==> src/rtl/sm83_dma_pkg.sv <==
// Shared types and constants for the SM83 OAM DMA arbiter.
package sm83_dma_pkg;

    typedef enum logic [1:0] {
        IDLE  = 2'd0,
        START = 2'd1,
        XFER  = 2'd2
    } dma_state_e;

    localparam logic [15:0] HRAM_LO      = 16'hFF80;
    localparam logic [15:0] HRAM_HI      = 16'hFFFE;
    localparam logic [15:0] DEF_REG_ADDR = 16'hFF46;
    localparam int          DEF_OAM_LEN  = 160;

    localparam int RD_PH_LAST = 1;
    localparam int WR_PH      = 2;

endpackage

==> src/rtl/dma_seq_counter.sv <==
// Machine-cycle phase counter and OAM byte index for the DMA sequencer.
module dma_seq_counter #(
    parameter int M_CLKS  = 4,
    parameter int OAM_LEN = 160,
    parameter int PH_W    = $clog2(M_CLKS),
    parameter int IDX_W   = $clog2(OAM_LEN)
) (
    input  logic             clk_i,
    input  logic             rst_ni,
    input  logic             clr_i,
    input  logic             idx_en_i,
    output logic [PH_W-1:0]  phase_o,
    output logic [IDX_W-1:0] index_o,
    output logic             slot_done_o,
    output logic             last_o
);

    localparam logic [PH_W-1:0]  PH_LAST  = PH_W'(M_CLKS - 1);
    localparam logic [IDX_W-1:0] IDX_LAST = IDX_W'(OAM_LEN - 1);

    logic [PH_W-1:0]  phase_q, phase_d;
    logic [IDX_W-1:0] index_q, index_d;

    assign slot_done_o = (phase_q == PH_LAST);
    assign last_o      = (index_q == IDX_LAST);
    assign phase_o     = phase_q;
    assign index_o     = index_q;

    always_comb begin
        phase_d = slot_done_o ? '0 : phase_q + PH_W'(1);
        index_d = index_q;
        if (idx_en_i && slot_done_o) begin
            index_d = last_o ? '0 : index_q + IDX_W'(1);
        end
        if (clr_i) begin
            phase_d = '0;
            index_d = '0;
        end
    end

    always_ff @(posedge clk_i or negedge rst_ni) begin
        if (!rst_ni) begin
            phase_q <= '0;
            index_q <= '0;
        end else begin
            phase_q <= phase_d;
            index_q <= index_d;
        end
    end

endmodule

==> src/rtl/oam_dma_arbiter.sv <==
// OAM DMA sequencer and CPU/DMA bus arbiter with HRAM fencing during copies.
// Optional macro OAM_DMA_SRC_MIRROR_EN folds echo-RAM sources (E0-FF) onto C000-DFFF.
module oam_dma_arbiter
    import sm83_dma_pkg::*;
#(
    parameter int          M_CLKS   = 4,
    parameter int          OAM_LEN  = DEF_OAM_LEN,
    parameter logic [15:0] REG_ADDR = DEF_REG_ADDR
) (
    input  logic        CLK,
    input  logic        nRESET,
    input  logic [15:0] CPU_A,
    input  logic [7:0]  CPU_DO,
    input  logic        CPU_RD,
    input  logic        CPU_WR,
    output logic [7:0]  CPU_DI,
    output logic [15:0] EXT_A,
    output logic [7:0]  EXT_DO,
    input  logic [7:0]  EXT_DI,
    output logic        EXT_RD,
    output logic        EXT_WR,
    output logic [7:0]  OAM_A,
    output logic [7:0]  OAM_D,
    output logic        OAM_WR,
    output logic        DMA_BUSY
);

    localparam int PH_W  = $clog2(M_CLKS);
    localparam int IDX_W = $clog2(OAM_LEN);

    dma_state_e       state_q;
    logic [7:0]       src_q;
    logic [7:0]       latch_q;
    logic             oam_wr_q;

    logic [PH_W-1:0]  phase;
    logic [IDX_W-1:0] index;
    logic             slot_done;
    logic             last_byte;

    logic             reg_hit, reg_wr, reg_rd, hram_hit, dma_ph;
    logic [7:0]       src_bus;

    assign reg_hit  = (CPU_A == REG_ADDR);
    assign reg_wr   = CPU_WR && reg_hit;
    assign reg_rd   = CPU_RD && reg_hit;
    assign hram_hit = (CPU_A >= HRAM_LO) && (CPU_A <= HRAM_HI);
    assign dma_ph   = (state_q == XFER) && (phase < PH_W'(WR_PH));

`ifdef OAM_DMA_SRC_MIRROR_EN
    assign src_bus = (src_q >= 8'hE0) ? (src_q & 8'hDF) : src_q;
`else
    assign src_bus = src_q;
`endif

    dma_seq_counter #(
        .M_CLKS  (M_CLKS),
        .OAM_LEN (OAM_LEN),
        .PH_W    (PH_W),
        .IDX_W   (IDX_W)
    ) u_seq (
        .clk_i       (CLK),
        .rst_ni      (nRESET),
        .clr_i       (reg_wr),
        .idx_en_i    (state_q == XFER),
        .phase_o     (phase),
        .index_o     (index),
        .slot_done_o (slot_done),
        .last_o      (last_byte)
    );

    always_ff @(posedge CLK or negedge nRESET) begin
        if (!nRESET) begin
            state_q  <= IDLE;
            src_q    <= 8'hFF;
            latch_q  <= 8'hFF;
            oam_wr_q <= 1'b0;
        end else begin
            oam_wr_q <= 1'b0;
            if (reg_wr) begin
                src_q   <= CPU_DO;
                state_q <= START;
            end else begin
                case (state_q)
                    IDLE: begin
                    end
                    START: begin
                        if (slot_done) state_q <= XFER;
                    end
                    XFER: begin
                        if (phase == PH_W'(RD_PH_LAST)) begin
                            latch_q  <= EXT_DI;
                            oam_wr_q <= 1'b1;
                        end
                        if (slot_done && last_byte) state_q <= IDLE;
                    end
                    default: state_q <= IDLE;
                endcase
            end
        end
    end

    // A restart write in the same clock as a pending OAM strobe kills that strobe.
    assign OAM_WR   = oam_wr_q && !reg_wr;
    assign OAM_A    = 8'(index);
    assign OAM_D    = latch_q;
    assign DMA_BUSY = (state_q != IDLE);

    always_comb begin
        EXT_A  = CPU_A;
        EXT_DO = CPU_DO;
        EXT_RD = CPU_RD;
        EXT_WR = CPU_WR && !reg_hit;
        CPU_DI = EXT_DI;
        if (state_q == XFER) begin
            if (dma_ph) begin
                EXT_A  = {src_bus, 8'(index)};
                EXT_RD = 1'b1;
                EXT_WR = 1'b0;
            end else if (!hram_hit) begin
                EXT_RD = 1'b0;
                EXT_WR = 1'b0;
            end
            if (!hram_hit) CPU_DI = 8'hFF;
        end
        if (reg_rd) CPU_DI = src_q;
    end

endmodule

==> config.mk <==
export PLATFORM = sky130hd
export DESIGN_NAME = oam_dma_arbiter
export DESIGN_NICKNAME = d
export VERILOG_FILES = /design/src/rtl/sm83_dma_pkg.sv /design/src/rtl/dma_seq_counter.sv /design/src/rtl/oam_dma_arbiter.sv
export SDC_FILE = /design/constraint.sdc
export NUM_CORES = 1
export LEC_CHECK = 0
export CORE_ASPECT_RATIO = 1.1
export CORE_MARGIN = 2
export CORE_UTILIZATION = 43
export CTS_CLUSTER_SIZE = 24
export DETAILED_ROUTE_END_ITERATION = 10
export GPL_TIMING_DRIVEN = 0
export PLACE_DENSITY = 0.9
export SLEW_MARGIN = 0
export SYNTH_ARGS = -nofsm -noshare
export SYNTH_HDL_FRONTEND = slang
export SYNTH_HIERARCHICAL = 1
export SYNTH_SLANG_ARGS = --single-unit
export TNS_END_PERCENT = 20
==> constraint.sdc <==
create_clock -name CLK -period 3.9 [get_ports CLK]
set_input_delay 0.78 -clock CLK [delete_from_list [all_inputs] [get_ports CLK]]
set_output_delay 0.78 -clock CLK [all_outputs]
set_load 0.01 [all_outputs]
==> results.toml <==
[setup_path]
start_kind = "primary input"
path_max_fanout = 10
crit_arrival_ps = 3060
r2r_end = "u_seq/index_o[7]$_DFFE_PN0P_"
reg2reg_slack_ps = 1890
crit_type = "primary input to output port"
rr_startpoint = "state_q[0]$_DFFE_PN0P_"
end_kind = "output port"
rr_worst_depth = 4
required_ps = 3120

[timing]
finalHoldViolCount = 0
period_share_pct = 98.58
final-setup-viol-count = 0
rsz0062_at_grt = "true"
layout_min_cycle_time_ps = 3844
fin_skew_ps = 4.466
tightest_slew_ps = 624.6
fmax_ghz = 0.2601
slew_violations = 0
finalSetupTns_ps = 0
slew-limit-headroom_pct = 58.36
whs_ps = 465.1

[placed_design]
gp_congestion = 0.8418
portBuffers = 86
hpwlAfterDp_mm = 3.976

[min_path]
min_path_cells = 1
hold_start = "u_seq/phase_o[0]$_DFF_PN0_"
hold_class = "flip-flop to flip-flop"
whs_endpoint = "u_seq/phase_o[0]$_DFF_PN0_"

[floorplan]
dieArea_um2 = 4576
core-area_um2 = 3934
start_util_pct = 44.27
die_h_um = 70.75
num_rows = 24
num_io_pins = 88
die_w_um = 64.68

[yosys]
yosys_warnings = 6
synth.net_count = 199
ys_seq_elements = 29
synth_edf_count = 0
yosysMostFrequentCell = "mux2_2"
synthCells = 161
yosys-top-cells-count = "mux2_2, a21oi_1, dfstp_2"
synth.largest_area_cell = "dfstp_2"
synth_cell_types = 39
synth_area_leaders = "dfstp_2, mux2_2, dfrtp_1"
synth-async-reset-ratio_pct = 100.0
yosysTopAreaCellShare_pct = 24.14
syn_area_um2 = 1742
synth_ff_type = "dfstp_2"
avgSynthCellArea_um2 = 10.82
ys_seq_area_share_pct = 42.82

[global_routing]
grt_pass1_vias = 1577
antenna_found_initial = 0
grt_pass1_wl_mm = 7.990
grt_max_degree = 30
gr-total-overflow = 0
grt_usage_pct = 23.05

[pwr]
p_per_area_nw_per_um2 = 244.9
leakagePower_nw = 1.147
vdd_drop_max_v = 0.0002360

[routing]
vias = 1625
finalWirelength_mm = 5.085
drc_errors = 0
wl_per_cell_um = 16.56
dr.pass1.iters = 4
drtIter0Drc = 83
vias_per_cell = 5.293
ant_nets = 0

[clock_tree]
post_cts_buffers = 0
htree_levels = 2
cts.clk_slew.worst_paths_ps = 60
cts_buffers = 5
cts_tree = "yes"
worstSkewPairLatency_ps = 280
numClockSinks = 29
cts_hold_buf = 0
clock_path_buffers = 2
clockRootBuffer = "clkbuf_8"

[job]
max_cap_violations = 0

[cells_and_area]
diodes = 0
drive_above_1_share_pct = 28.24
nets = 292
nFillCells = 284
area_growth_pct = 59.34
final_util_pct = 70.55

[outcome]
status = "completed"
## area by class of cell
cell class | count | area, um^2 | area share, %
Clock buffer | 8 | 80.08 | 2.885
Sequential cell | 29 | 745.7 | 26.87
Timing Repair Buffer | 86 | 864.6 | 31.15
Buffer | 13 | 88.84 | 3.201
Inverter | 6 | 22.52 | 0.8115
Multi-Input combinational cell | 113 | 908.4 | 32.73
Tap cell | 52 | 65.06 | 2.344
## power by group
group / total (W) / switching [W] / internal [W]
Sequential: 0.000312 / 0.00000244 / 0.000309
Combinational: 0.000134 / 0.0000498 / 0.0000844
Clock: 0.000234 / 0.000107 / 0.000126
Total: 0.000679 / 0.000159 / 0.000520
## per-stage QoR
stage	area [um^2]	instances	worst slack (ps)	total power (W)
2_1_floorplan	1742	161	977.7	0.0003568
3_3_place_gp	2668	299	-73.68	0.0004490
3_5_place_dp	2668	299	-112.3	0.0004518
4_1_cts	2764	307	42.14	0.0006877
5_1_grt	2775	307	-9.178	0.0007099
6_report	2775	307	55.54	0.0006795
## flip-flops by register name, summed over array words and instances, names as in the netlist
name           flops
u_seq/phase_o      2
src_bus            8
OAM_D              8
oam_wr_q           1
state_q            2
u_seq/index_o      8
## how the worst max path moves through the flow
stage | cells past startpoint | endpoint | startpoint | slack, ps
4_1_cts | 7 | CPU_DI[2] | CPU_A[3] | 40
2_1_floorplan | 5 | CPU_DI[0] | CPU_A[3] | 980
6_report | 7 | CPU_DI[6] | CPU_A[3] | 60
3_5_place_dp | 7 | CPU_DI[0] | CPU_A[3] | -110
3_3_place_gp | 7 | CPU_DI[1] | CPU_A[3] | -70
5_1_grt | 5 | EXT_WR | CPU_A[14] | -9
## placed cells by master (no fill, tap or decap), types with 4 or more instances in the layout
cell,netlist,final
buf_4,8,8
a21oi_1,17,17
inv_1,5,5
clkbuf_8,0,5
dfstp_2,16,16
clkdlybuf4s50_1,0,80
mux2_2,31,31
nand2_1,10,10
clkbuf_1,1,4
nand3_1,5,5
dlymetal6s2s_1,0,4
nand4_1,4,4
o21ai_0,4,4
dfrtp_1,13,13
a2bb2oi_1,8,7
## layer usage
layer  part of all wire, %  up-vias  GRT usage (%)
met1                    40      775          28.25
met4                   1.9        0          9.929
met5                     0        -              0
met2                    53       52          39.81
met3                   4.4       10          3.975
li1                      -      788              -
## timing repair
item                       in CTS  in global routing
gates resized for setup         4                  5
gates cloned                    0                  0
setup endpoints to repair       9                  5
pin swaps                       1                  0
## cell families after synthesis
kind of cell,Yosys count,synth area share [%]
adder cells (fa/ha/maj),2,1.437
flip-flops,29,42.82
AND/OR/NAND/NOR,42,14.94
AO/OA/AOI/OAI,37,14.22
buffers and inverters,19,6.034
XOR/XNOR,1,0.5030
multiplexers,31,20.04
## worst max-delay path, stage by stage
cell and delay, ps:
clkdlybuf4s50_1 450, or4_4 580, nor4_4 240, buf_6 190, nand2_2 130, a2bb2oi_1 180
clkdlybuf4s50_1 510
(Power assumes the default switching activity.)
